## src/rtl/mc_controller.sv

```systemverilog
// Multicycle MIPS control sequencer: steps fetch/decode/execute/memory/writeback states.
// Latency: outputs are combinational from state (plus mem_ready/zero); FETCH-to-FETCH 2..5 cycles.
// Backpressure: holds FETCH, MEMRD and MEMWR with mem_req asserted until mem_ready.
module mc_controller (
    input  logic       clk,
    input  logic       reset,
    input  logic [5:0] op,
    input  logic [5:0] funct,
    input  logic       zero,
    input  logic       mem_ready,
    output logic       mem_req,
    output logic       iord,
    output logic       memwrite,
    output logic       irwrite,
    output logic       pcen,
    output logic       regwrite,
    output logic       regdst,
    output logic       memtoreg,
    output logic       alusrca,
    output logic [1:0] alusrcb,
    output logic [1:0] pcsrc,
    output logic       immext,
    output logic [2:0] alucontrol,
    output logic       illegal,
    output logic [3:0] state
);

    typedef enum logic [3:0] {
        FETCH   = 4'd0,
        DECODE  = 4'd1,
        MEMADR  = 4'd2,
        MEMRD   = 4'd3,
        MEMWB   = 4'd4,
        MEMWR   = 4'd5,
        RTYPEEX = 4'd6,
        RTYPEWB = 4'd7,
        BEQEX   = 4'd8,
        ADDIEX  = 4'd9,
        IMMWB   = 4'd10,
        JEX     = 4'd11,
        ORIEX   = 4'd12
    } state_t;

    typedef enum logic [1:0] {
        ALU_ADD   = 2'd0,
        ALU_SUB   = 2'd1,
        ALU_OR    = 2'd2,
        ALU_FUNCT = 2'd3
    } aluop_t;

    localparam logic [5:0] OP_LW    = 6'b100011;
    localparam logic [5:0] OP_SW    = 6'b101011;
    localparam logic [5:0] OP_RTYPE = 6'b000000;
    localparam logic [5:0] OP_BEQ   = 6'b000100;
    localparam logic [5:0] OP_ADDI  = 6'b001000;
    localparam logic [5:0] OP_ORI   = 6'b001101;
    localparam logic [5:0] OP_J     = 6'b000010;

    state_t cur_state;
    state_t nxt_state;
    aluop_t aluop;
    logic   pcwrite;
    logic   branch;

    // State register; reset always returns to FETCH.
    always_ff @(posedge clk) begin
        if (reset) cur_state <= FETCH;
        else       cur_state <= nxt_state;
    end

    // Next-state logic; unused codes 13-15 fall back to FETCH.
    always_comb begin
        nxt_state = FETCH;
        case (cur_state)
            FETCH:   nxt_state = mem_ready ? DECODE : FETCH;
            DECODE: begin
                case (op)
                    OP_LW, OP_SW: nxt_state = MEMADR;
                    OP_RTYPE:     nxt_state = RTYPEEX;
                    OP_BEQ:       nxt_state = BEQEX;
                    OP_ADDI:      nxt_state = ADDIEX;
                    OP_ORI:       nxt_state = ORIEX;
                    OP_J:         nxt_state = JEX;
                    default:      nxt_state = FETCH;
                endcase
            end
            MEMADR:  nxt_state = (op == OP_LW) ? MEMRD : MEMWR;
            MEMRD:   nxt_state = mem_ready ? MEMWB : MEMRD;
            MEMWR:   nxt_state = mem_ready ? FETCH : MEMWR;
            RTYPEEX: nxt_state = RTYPEWB;
            ADDIEX:  nxt_state = IMMWB;
            ORIEX:   nxt_state = IMMWB;
            default: nxt_state = FETCH;
        endcase
    end

    // Per-state control outputs; reset forces every output low, aborting any access.
    always_comb begin
        mem_req  = 1'b0;
        iord     = 1'b0;
        memwrite = 1'b0;
        irwrite  = 1'b0;
        pcwrite  = 1'b0;
        branch   = 1'b0;
        regwrite = 1'b0;
        regdst   = 1'b0;
        memtoreg = 1'b0;
        alusrca  = 1'b0;
        alusrcb  = 2'b00;
        pcsrc    = 2'b00;
        immext   = 1'b0;
        illegal  = 1'b0;
        aluop    = ALU_ADD;
        if (!reset) begin
            case (cur_state)
                FETCH: begin
                    mem_req = 1'b1;
                    alusrcb = 2'b01;
                    irwrite = mem_ready;
                    pcwrite = mem_ready;
                end
                DECODE: begin
                    alusrcb = 2'b11;
                    illegal = !(op == OP_LW || op == OP_SW || op == OP_RTYPE || op == OP_BEQ ||
                                op == OP_ADDI || op == OP_ORI || op == OP_J);
                end
                MEMADR: begin
                    alusrca = 1'b1;
                    alusrcb = 2'b10;
                end
                MEMRD: begin
                    mem_req = 1'b1;
                    iord    = 1'b1;
                end
                MEMWB: begin
                    regwrite = 1'b1;
                    memtoreg = 1'b1;
                end
                MEMWR: begin
                    mem_req  = 1'b1;
                    iord     = 1'b1;
                    memwrite = 1'b1;
                end
                RTYPEEX: begin
                    alusrca = 1'b1;
                    aluop   = ALU_FUNCT;
                end
                RTYPEWB: begin
                    regwrite = 1'b1;
                    regdst   = 1'b1;
                end
                BEQEX: begin
                    alusrca = 1'b1;
                    aluop   = ALU_SUB;
                    branch  = 1'b1;
                    pcsrc   = 2'b01;
                end
                ADDIEX: begin
                    alusrca = 1'b1;
                    alusrcb = 2'b10;
                end
                ORIEX: begin
                    alusrca = 1'b1;
                    alusrcb = 2'b10;
                    aluop   = ALU_OR;
                    immext  = 1'b1;
                end
                IMMWB: regwrite = 1'b1;
                JEX: begin
                    pcsrc   = 2'b10;
                    pcwrite = 1'b1;
                end
                default: ;
            endcase
        end
    end

    // ALU decode; states that leave the ALU idle still present add, except under reset.
    always_comb begin
        alucontrol = 3'b010;
        case (aluop)
            ALU_SUB: alucontrol = 3'b110;
            ALU_OR:  alucontrol = 3'b001;
            ALU_FUNCT: begin
                case (funct)
                    6'b100010: alucontrol = 3'b110;
                    6'b100100: alucontrol = 3'b000;
                    6'b100101: alucontrol = 3'b001;
                    6'b101010: alucontrol = 3'b111;
                    default:   alucontrol = 3'b010;
                endcase
            end
            default: alucontrol = 3'b010;
        endcase
        if (reset || cur_state > ORIEX) alucontrol = 3'b000;
    end

    assign pcen  = pcwrite | (branch & zero);
    assign state = reset ? 4'd0 : cur_state;

endmodule

```

## config.mk

```make
export PLATFORM = sky130hd
export DESIGN_NAME = mc_controller
export DESIGN_NICKNAME = d
export VERILOG_FILES = /design/src/rtl/mc_controller.sv
export SDC_FILE = /design/constraint.sdc
export NUM_CORES = 1
export LEC_CHECK = 0
export CAP_MARGIN = 10
export CORE_MARGIN = 1.5
export CORE_UTILIZATION = 60
export DETAILED_ROUTE_END_ITERATION = 8
export DONT_BUFFER_PORTS = 1
export PLACE_DENSITY = 0.78
export REMOVE_ABC_BUFFERS = 1
export SLEW_MARGIN = 20
export SYNTH_ARGS = -nofsm -noshare
export SYNTH_HDL_FRONTEND = slang
export SYNTH_SLANG_ARGS = --single-unit
```

## constraint.sdc

```tcl
create_clock -name clk -period 3.64 [get_ports clk]
set_input_delay 0.728 -clock clk [delete_from_list [all_inputs] [get_ports clk]]
set_output_delay 0.728 -clock clk [all_outputs]
set_load 0.02 [all_outputs]
```

==> results, run 1 <==
- The reg-to-reg critical path endpoint is cur_state[3].
- The category of the worst setup path capture point is an output pin.
- The global-route usage over all layers is 0.237.
- The total I/O pin count is 38.
- After the first detailed-routing iteration, the DRC count stood at 16.
- The final-report max-slew violation count is 0.
- Setup repair after global routing left no endpoint under its margin.
- In the finished design, the share of the clock period the worst path needs comes to 0.772.
- The hold buffer count at cts is 0.
- Clock-pin slew was measured on the worst setup and hold paths at around 0.04 ns.
- On the worst path, the slowest cell contributes a delay of ~0.73 ns.
- The worst-case clock skew is roughly 0.0016 ns.
- The number of nets still failing antenna checks after routing is 0.
- Along the worst hold path, the cell count comes to 1.
- The number of clock buffers inserted by TritonCTS is 3.
- At the end of routability-driven placement, the weighted congestion stood at about 0.85.
- The clock tree from TritonCTS is done.
- The clock latency on the worst-skew pair is between 0.2 and 0.25 ns.
- The synthesized area divided by synthesized cell count is roughly 7 um^2.
- Compared with the post-synthesis result, the final layout area differs by -4.14%.
- Walking the worst path, the cells encountered are nor2b_1, nand3_1, a311oi_1.
- The area of the core region is 1280 um^2.
- The floorplan die area is approximately 1600 um^2.
- The startpoint identified for the worst hold timing path is reset.
- For this run, the detailed router's first-pass iteration total came to 4.
- Max-cap violations in this run came to 0.
- In the synthesized netlist the dominant register cell turns out to be sky130_fd_sc_hd__dfxtp_1.
- The first global-routing pass estimated 2620 um of wire.
- IR analysis of the VDD net gives a maximum drop of approximately 0.19 mV.
- In this run, synthesis inferred 0 flip-flops with an integrated enable.
- The number of global-route vias before repair came to about 620.
- Of the post-synthesis cell area, the dominant cell type holds 0.0982.
- The highest clock frequency the design can meet is approximately 0.36 GHz.
- Once detailed placement completed, the half-perimeter wirelength came to ~1300 um.
- The worst max-slew margin expressed relative to the limit is 0.413.
- For this run, the post-layout net count is between 100 and 150.
- The synthesized instance count is ~120.
- The largest registers in the layout are cur_state: 4 flops.
- The type of the setup path with the least slack is register to output pin.
- The flow ran to the end, and the final reports show no timing, DRC or antenna violations.
- The type of the most critical hold path is input port to register.
- Setup violations remaining at the end of the flow were counted as 0.
- The leading area contributor after synthesis is sky130_fd_sc_hd__dfxtp_1.
- The number of distinct library cells after synthesis is between 40 and 50.
- Among all cell types in the netlist, the one instantiated most often is sky130_fd_sc_hd__nor2_1.
- Adding up every negative setup slack in the final design gives 0 ns.
- From bottom edge to top edge, the die measures about 40 um.
- The count of cells along the worst register-to-register path is 4.
- The sequential-to-total area share from yosys stat is 0.0982.
- The width of the chip is ~40 um.
- After synthesis, the share of flip-flops with an asynchronous set or reset is 0.
- Prior to clock tree synthesis, the placed netlist has a worst setup slack of ~0.97 ns.
- CTS built an H-tree with a depth of 1.
- The initial utilization of the core area, before any placement, comes to 0.635.
- The worst-case clock buffer depth is 2.
- Once placement completed, the tool counted placed cells totaling about 120.
- Of all nets on the critical path, the largest fanout is 18.
- The setup check on the worst reg-to-reg path leaves a slack of approximately 2.0 ns.
- Clock tree synthesis selected as its root buffer the cell sky130_fd_sc_hd__clkbuf_4.
- The share of final-layout standard cells stronger than drive strength 1 is 0.128.
- The commonest cells after synthesis are sky130_fd_sc_hd__nor2_1, sky130_fd_sc_hd__nor3_1, sky130_fd_sc_hd__nand2b_1, sky130_fd_sc_hd__nor2b_1, sky130_fd_sc_hd__nand2_1.
- In this run the core area contains 13 standard-cell rows.
- The worst register-to-register path begins at cur_state[2].
- Post-CTS timing repair inserted 0 buffers for setup.
- The total number of vias is between 800 and 900.
- The finished layout holds 124 standard cells, fillers aside.
- The ratio of routed vias to standard cells is ~6.6.
- Among all stages on the critical path, the largest delay is contributed by sky130_fd_sc_hd__dfxtp_1.
- The time the worst path needs with I/O delays and setup is about 2.8 ns.
- The data arrival time at the worst-slack endpoint is 2.08 ns.
- The cell area after synthesis is roughly 820 um^2.
- The path with the worst hold slack has its endpoint at cur_state[0].
- Wires add up to about 1700 um.
- The register with the most flip-flops in the layout has 4 of them.
- The overall overflow remaining after global route is 0.
- The final critical-path setup slack is approximately 0.83 ns.
- The leakage power of the design is around 0.30 nW.
- The hold violation total from the final report is 0.
- During placement, the flow inserted port buffers numbering 0.
- Post-CTS repair changed the size of 0 cells.
- For the pin with the worst max-slew slack, the measured transition is 0.872 ns.
- The power density relative to cell area is approximately 180 nW/um^2.
- The core utilization of the finished layout is 0.609.
- The count of antenna diodes in the layout is 0.
- The register with the highest flop count is cur_state.
- During synthesis, Yosys emitted a total of 0 warnings.
- The initial antenna violation count is 0.
- In the final routed layout, each cell accounts on average for about 14 um.
- The required time at the endpoint of the critical path is ~2.9 ns.
- The nature of the critical path startpoint is a register.
- The clock net in this run drives a total of 4 sinks.
- For this run, design rule violations remaining after detail routing come to 0.
- The total of flip-flops plus latches after synthesis is 4.
- By area the synthesized netlist is led by sky130_fd_sc_hd__dfxtp_1, sky130_fd_sc_hd__nand2b_1, sky130_fd_sc_hd__nor2b_1.
- Entering global routing, the biggest net connects 26 pins.
cells in the final DEF (no fill, tap or decap), drive strengths merged, types with 4 or more instances in the layout:
cell type and count:
nand2 7, o21ai 6, nor3 10, nor2 11, nor2b 8, nand2b 9
a21oi 6, dfxtp 4, a31oi 4, nand3 4
layer usage:
metal / vias to the layer above / part of all wire / global-route usage
met1: 367 / 0.47 / 0.329
li1: 423 / - / -
met5: - / 0 / 0
met2: 32 / 0.47 / 0.379
met4: 0 / 0 / 0
met3: 0 / 0.059 / 0.0625
logic make-up after synthesis:
group / count (synthesis) / synth area share
xor+xnor: 3 / 0.0322
mux: 1 / 0.0123
flops: 4 / 0.0982
simple gates: 63 / 0.485
buf+inv: 13 / 0.106
compound gates: 32 / 0.267
worst max-delay path: cells and delay by family, from the launching register on:
| kind | cells | cell delay (ns) |
|---|---|---|
| simple gates | 2 | 0.45 |
| compound gates | 1 | 0.67 |
| flops | 1 | 0.73 |
power by group:
| group | internal, mW | switching [mW] | total (mW) |
|---|---|---|---|
| Sequential | 0.0450 | 0.00551 | 0.0506 |
| Clock | 0.0368 | 0.0165 | 0.0533 |
| Combinational | 0.0164 | 0.0221 | 0.0385 |
| Total | 0.0983 | 0.0441 | 0.142 |
layout make-up:
class	instances	area [um^2]
Clock buffer	3	22.5
Fill cell	130	503
Inverter	3	11.3
Multi-Input combinational cell	99	649
Sequential cell	4	80.1
Tap cell	15	18.8
stage by stage:
stage	hold WS [ns]	instance area (um^2)	power (mW)
6_report	0.569	782	0.142
5_1_grt	0.551	782	0.155
4_1_cts	0.560	782	0.146
3_5_place_dp	0.770	759	0.0896
3_3_place_gp	0.766	759	0.0890
2_1_floorplan	0.671	741	0.0842
worst max-delay path by stage:
stage	slack, ns	to	from	depth (start not counted)
finish	0.83	alucontrol[0]	cur_state[1]	3
global route	0.67	alucontrol[0]	cur_state[1]	3
CTS	0.81	alucontrol[0]	cur_state[1]	3
detailed placement	0.97	alucontrol[0]	funct[4]	4
global placement	1.0	alucontrol[0]	funct[4]	4
floorplan	1.04	alucontrol[0]	funct[4]	4
(Power assumes the default switching activity.)
==> run 2, diff against run 1 <==
==> constraint.sdc (replaced) <==
create_clock -name clk -period 2.7 [get_ports clk]
set_input_delay 0.54 -clock clk [delete_from_list [all_inputs] [get_ports clk]]
set_output_delay 0.54 -clock clk [all_outputs]
set_load 0.02 [all_outputs]
==> results, run 2 (same netlist as run 1, synthesis figures left out) <==
- The final-report max-slew violation count is 0 (unchanged).
- The number of nets still failing antenna checks after routing is 0 (unchanged).
- The required time at the endpoint of the critical path came to 2.16 ns (-0.75 ns).
- The buffer cell driving the clock tree root is sky130_fd_sc_hd__clkbuf_4.
- The post-route total power is 0.200 mW (+41%).
- The first-pass GRT wire length is 2820 um (+7.6%).
- The initial antenna violation count is 0 (unchanged).
- The worst-case clock skew was 0.00359 ns (+0.00200 ns).
- The hold violation total from the final report is 0 (unchanged).
- The initial cell density of the core is 0.635 (unchanged).
- The vertical die dimension is 39.9 um (unchanged).
- The transition time of the tightest slew-check pin was 0.648 ns (-0.224 ns).
- The total placed cells including tap cells came to 131 (+8.3%).
- The run finished with clean final reports.
- The ratio of routed vias to standard cells is 6.58 (-0.71%).
- The number of setup buffers added after CTS is 0 (unchanged).
- The leakage power of the design is 0.350 nW (+18%).
- The weighted congestion reported at the end of routability-driven placement came to 0.853 (about the same).
- The most common library cell in the layout ignoring fill and taps is sky130_fd_sc_hd__nor2_1.
- The maximum number of pins on one net before global-route repair is 19 (-27%).
- Setup repair after global routing left no endpoint under its margin.
- The count of endpoints failing setup in the final report is 0 (unchanged).
- The final routed DRC violation total is 0 (unchanged).
- The number of core rows came to 13 (unchanged).
- The total of buffers placed on input and output ports is 0 (unchanged).
- The area of the core region is 1280 um^2 (unchanged).
- The maximum net fanout on the critical path is 18 (unchanged).
- The share of final-layout standard cells stronger than drive strength 1 is 0.202 (+0.0732).
- The worst max-slew margin expressed relative to the limit is 0.567 (+0.154).
- The number of maximum-capacitance constraint violations is 0 (unchanged).
- The portion of total power attributed to sequential cells came to 0.329 (-0.026).
- The library cells used most frequently in the layout, excluding fill and tap cells, are sky130_fd_sc_hd__nor2_1, sky130_fd_sc_hd__buf_4, sky130_fd_sc_hd__nor3_1.
- The area of all placed cells without fillers is 857 um^2 (+9.6%).
- The peak supply drop came to 0.222 mV (+18%).
- In the final layout, the registers with the most flip-flops are cur_state: 4 flops.
- STA classifies the critical path endpoint as an output pin.
- The core utilization of the finished layout came to 0.667 (+0.0584).
- The number of global-route vias before repair is 690 (+12%).
- The power density relative to cell area came to 234 nW/um^2 (+28%).
- The nature of the critical path startpoint is a register.
- The maximum level of the CTS H-tree is 1 (unchanged).
- The HPWL after detailed placement is 1480 um (+12%).
- The floorplan die area is 1590 um^2 (unchanged).
- The worst slack on hold paths is 0.372 ns (-0.197 ns).
- The switching power of the nets is 0.0642 mW (+46%).
- The final total negative setup slack is 0 ns (unchanged).
- The post-layout net count is 137 (+7.9%).
- The internal power of the cells is 0.136 mW (+38%).
- The clock latency on the worst-skew pair is 0.24 ns (about the same).
- The flip-flop count of the largest register, all copies and words added is 4 (unchanged).
- The final critical-path setup slack came to 0.312 ns (-0.517 ns).
- The hold buffer count at cts came to 0 (unchanged).
- The count of antenna diodes in the layout was 0 (unchanged).
- The number of gates resized after cts is 0 (unchanged).
- The switching power as a share of total power is 0.321 (+0.0110).
- The total I/O pin count is 38 (unchanged).
- The global-route usage over all layers came to 0.257 (+0.0207).
- The width of the chip is 39.9 um (unchanged).
- Based on the critical path, the design can be clocked at up to roughly 0.42 GHz.
- The total detailed-routing wirelength is 1940 um (+11%).
- The iteration-0 DRC count of the detailed router was 24 (+8).
- The number of clock sinks is 4 (unchanged).
- The clock tree from TritonCTS is done.
- The clock input transition at the sequential cells of the worst setup and hold paths is 0.04 ns (about the same).
- The time the worst path needs with I/O delays and setup is between 2 and 2.5 ns.
- The data arrival time at the worst-slack endpoint is 1.85 ns (-0.23 ns).
- From synthesis to final layout, the design area changed by 5.06%.
- Of the available clock period, the critical path in the final layout requires 0.884.
- The average wire length per cell after detail routing came to 14.4 um (+2.7%).
- The instance area after placement is 835 um^2 (+9.9%).
- The combinational share of power is 0.294 (+0.024).
- The worst-case setup slack after placement is 0.544 ns (-0.424 ns).
- The register with the highest flop count is cur_state.
- The number of standard cells in the layout, taps in and fillers out is 134 (+8.1%).
- The total number of vias was 882 (+7.3%).
- The clock network fraction of total power is 0.377 (+0.003).
- The worst-case clock buffer depth came to 2 (unchanged).
- The overall overflow remaining after global route came to 0 (unchanged).
- The type of the setup path with the least slack is register to output pin.
- The number of optimization iterations in the first detailed-route pass is 4 (unchanged).
- The min-delay analysis places its worst path in the category input port to register.
- The number of clock buffers inserted by TritonCTS came to 3 (unchanged).
==> run 2: cell count changes in the layout (fill, tap and decap cells not counted), sizes merged <==
cell and delta:
buf +10
==> run 2: layer usage <==
metal	part of all wire	GRT usage
met4	0.023	0.0603
met3	0.079	0.0795
met1	0.43	0.318
met5	0	0
met2	0.47	0.423
==> run 2: power by group through the flow <==
stage                     logic (mW)  clock network [mW]  registers, mW
after floorplan               0.0465                   0         0.0670
after global placement        0.0572                   0         0.0668
after detailed placement      0.0585                   0         0.0668
after CTS                     0.0586              0.0788         0.0658
after global routing          0.0647              0.0882         0.0665
final                         0.0589              0.0754         0.0658
==> run 2: worst max-delay path, cell delays in order (launching register included) <==
cell and delay, ns:
sky130_fd_sc_hd__dfxtp_1 0.71, sky130_fd_sc_hd__nor2b_1 0.34, sky130_fd_sc_hd__nand3_1 0.11, sky130_fd_sc_hd__a311oi_1 0.27, sky130_fd_sc_hd__buf_4 0.18
==> run 2: final timing paths <==
path	depth (start not counted)	from	slack, ns	endpoint
max	4	cur_state[1]	0.31	alucontrol[0]
min	1	reset	0.37	cur_state[0]
min reg2reg	2	cur_state[3]	0.70	cur_state[3]
max reg2reg	4	cur_state[1]	1.11	cur_state[1]
==> run 2: final cells by class <==
type / count / area [um^2]
clock buffers: 3 / 22.5
fillers: 134 / 428
inverters: 3 / 11.3
multi-input cells: 99 / 649
flip-flops and latches: 4 / 80.1
well taps: 15 / 18.8
repair buffers: 10 / 75.1
==> run 3, diff against run 2 <==
--- a/config.mk
+++ b/config.mk
@@ -10,7 +10,7 @@
 export CORE_UTILIZATION = 60
 export DETAILED_ROUTE_END_ITERATION = 8
 export DONT_BUFFER_PORTS = 1
-export PLACE_DENSITY = 0.78
+export PLACE_DENSITY = 0.77
 export REMOVE_ABC_BUFFERS = 1
 export SLEW_MARGIN = 20
 export SYNTH_ARGS = -nofsm -noshare
==> results, run 3 (same netlist as run 1, synthesis figures left out) <==
- The data arrival time at the worst-slack endpoint came to 1.88 ns (+0.03 ns).
- The cell depth of the worst min-delay path is 1 (unchanged).
- Setup repair after global routing left no endpoint under its margin.
- The worst hold endpoint is cur_state[0].
- The total detailed-routing wirelength is 1840 um (-4.8%).
- The required time at the endpoint of the critical path is 2.16 ns (about the same).
- The clock tree from TritonCTS is done.
- The worst max-slew margin expressed relative to the limit came to 0.543 (-0.0246).
- The largest individual stage delay along the critical path comes from the cell sky130_fd_sc_hd__dfxtp_1.
- The count of endpoints failing setup in the final report is 0 (unchanged).
- The number of nets still failing antenna checks after routing came to 0 (unchanged).
- The slack of the worst reg-to-reg path is 1.03 ns (-0.08 ns).
- The first-pass GRT wire length is 2800 um (-0.50%).
- The HPWL after detailed placement came to 1420 um (-4.1%).
- The highest clock frequency the design can meet was 0.413 GHz (-1.4%).
- The number of clock sinks was 4 (unchanged).
- In the final layout, the registers with the most flip-flops are cur_state: 4 flops.
- Clock tree synthesis selected as its root buffer the cell sky130_fd_sc_hd__clkbuf_4.
- The number of core rows was 13 (unchanged).
- The number of setup buffers added after CTS is 0 (unchanged).
- The critical path goes through nor2b_1, nand2_1, a211oi_1, buf_4.
- The register with the highest flop count is cur_state.
- The time the worst path needs with I/O delays and setup is 2.42 ns (+0.0347 ns).
- The vertical die dimension is 39.9 um (unchanged).
- The worst-case clock skew is 0.00209 ns (-0.00149 ns).
- The total I/O pin count is 38 (unchanged).
- The post-layout net count is 136 (-0.73%).
- The share of final-layout standard cells stronger than drive strength 1 is 0.195 (-0.00677).
- The number of gates resized after cts is 0 (unchanged).
- The total of buffers placed on input and output ports was 0 (unchanged).
- The width of the chip is 39.9 um (unchanged).
- The maximum level of the CTS H-tree is 1 (unchanged).
- The floorplan die area is 1590 um^2 (unchanged).
- The initial antenna violation count is 0 (unchanged).
- The maximum net fanout on the critical path is 18 (unchanged).
- The period utilization is 0.897 (+0.0129).
- The overall overflow remaining after global route came to 0 (unchanged).
- The number of maximum-capacitance constraint violations is 0 (unchanged).
- The clock latency on the worst-skew pair is 0.23 ns (about the same).
- The peak supply drop is 0.117 mV (-47%).
- The flow ran to the end, and the final reports show no timing, DRC or antenna violations.
- STA classifies the critical path endpoint as an output pin.
- The nature of the critical path startpoint is a register.
- In this run the critical register-to-register path is launched from cur_state[1].
- The worst hold path begins at reset.
- The area of the core region is 1280 um^2 (unchanged).
- The worst stage delay on the critical path was 0.73 ns (+0.02 ns).
- The global-route usage over all layers is 0.257 (about the same).
- The type of the most critical hold path is input port to register.
- The number of global-route vias before repair was 673 (-2.5%).
- In the layout the commonest cells are sky130_fd_sc_hd__nor2_1, sky130_fd_sc_hd__nor3_1, sky130_fd_sc_hd__buf_4.
- The power density relative to cell area is 228 nW/um^2 (-2.2%).
- The final routed DRC violation total came to 0 (unchanged).
- The initial cell density of the core came to 0.635 (unchanged).
- The count of cells along the worst register-to-register path was 4 (unchanged).
- The transition time of the tightest slew-check pin is 0.685 ns (+0.0369 ns).
- The total number of vias is 841 (-4.6%).
- The average wire length per cell after detail routing came to 13.9 um (-4.1%).
- The hold violation total from the final report was 0 (unchanged).
- The setup path with the least slack is of type register to output pin.
- The final-report max-slew violation count was 0 (unchanged).
- The worst-case clock buffer depth came to 2 (unchanged).
- The maximum number of pins on one net before global-route repair is 25 (+6).
- The count of antenna diodes in the layout is 0 (unchanged).
- The iteration-0 DRC count of the detailed router was 18 (-25%).
- The ratio of routed vias to standard cells was 6.32 (-3.9%).
- The number of buffer and inverter instances along the worst setup path is 1 (unchanged).
- The leakage power of the design is 0.345 nW (-1.5%).
- The number of optimization iterations in the first detailed-route pass was 4 (unchanged).
- The worst register-to-register path ends at cur_state[1].
- The flip-flop count of the largest register, all copies and words added is 4 (unchanged).
- The clock input transition at the sequential cells of the worst setup and hold paths is 0.03 ns (about the same).
- The largest delay contributor family on the critical path is flip-flops.
- The hold buffer count at cts is 0 (unchanged).
- The number of clock buffers inserted by TritonCTS came to 3 (unchanged).
- The weighted congestion reported at the end of routability-driven placement is 0.844 (-1.1%).
- The fill cell instance count of the final layout came to 123 (-8.2%).
- The growth of design area from synthesis to finish is 4.14%.
- The post-route total power is 0.194 mW (-3.0%).
- The final total negative setup slack is 0 ns (unchanged).
- The library cell used most frequently in the layout, excluding fill and tap cells, is sky130_fd_sc_hd__nor2_1.
-- run 3: area by class of cell --
| class | instances | area, um^2 | area share |
|---|---|---|---|
| tap | 15 | 18.8 | 0.0221 |
| clock buffer | 3 | 22.5 | 0.0265 |
| timing repair buffer | 9 | 67.6 | 0.0795 |
| inverter | 3 | 11.3 | 0.0133 |
| multi-input combinational | 99 | 649 | 0.764 |
| sequential | 4 | 80.1 | 0.0943 |
-- run 3: worst max-delay path by stage --
stage,startpoint,endpoint,slack [ns],cells past startpoint
after floorplan,funct[4],alucontrol[0],0.48,4
after global placement,cur_state[1],regwrite,0.59,4
after global routing,cur_state[1],regwrite,0.12,4
after CTS,cur_state[1],alucontrol[0],0.30,4
after detailed placement,cur_state[1],alucontrol[0],0.55,4
final,cur_state[1],regwrite,0.28,4
-- run 3: where the power goes --
part,switching (mW),total (mW),internal [mW]
clock,0.0219,0.0715,0.0496
sequential,0.00677,0.0675,0.0607
combinational,0.0307,0.0551,0.0244
-- run 3: metrics by stage --
| stage | worst slack [ns] | hold WS [ns] | area (um^2) | instances | util |
|---|---|---|---|---|---|
| global placement | 0.587 | 0.617 | 827 | 130 | 0.644 |
| floorplan | 0.475 | 0.613 | 741 | 106 | - |
| finish | 0.278 | 0.383 | 850 | 133 | 0.661 |
| CTS | 0.302 | 0.377 | 850 | 133 | 0.661 |
| global route | 0.118 | 0.373 | 850 | 133 | 0.661 |
| detailed placement | 0.549 | 0.616 | 827 | 130 | 0.644 |
-- run 3: worst register-to-register path: stages (launching register included) --
cell and delay [ns]:
sky130_fd_sc_hd__dfxtp_1 0.73, sky130_fd_sc_hd__nand2b_1 0.34, sky130_fd_sc_hd__a21oi_1 0.13, sky130_fd_sc_hd__a22oi_1 0.23, sky130_fd_sc_hd__a31oi_1 0.11
-- run 3: metal layers --
layer	global-route usage	routed length [um]
met5	0	0
met4	0.0517	0
met2	0.440	840
met3	0.0341	97
met1	0.336	904
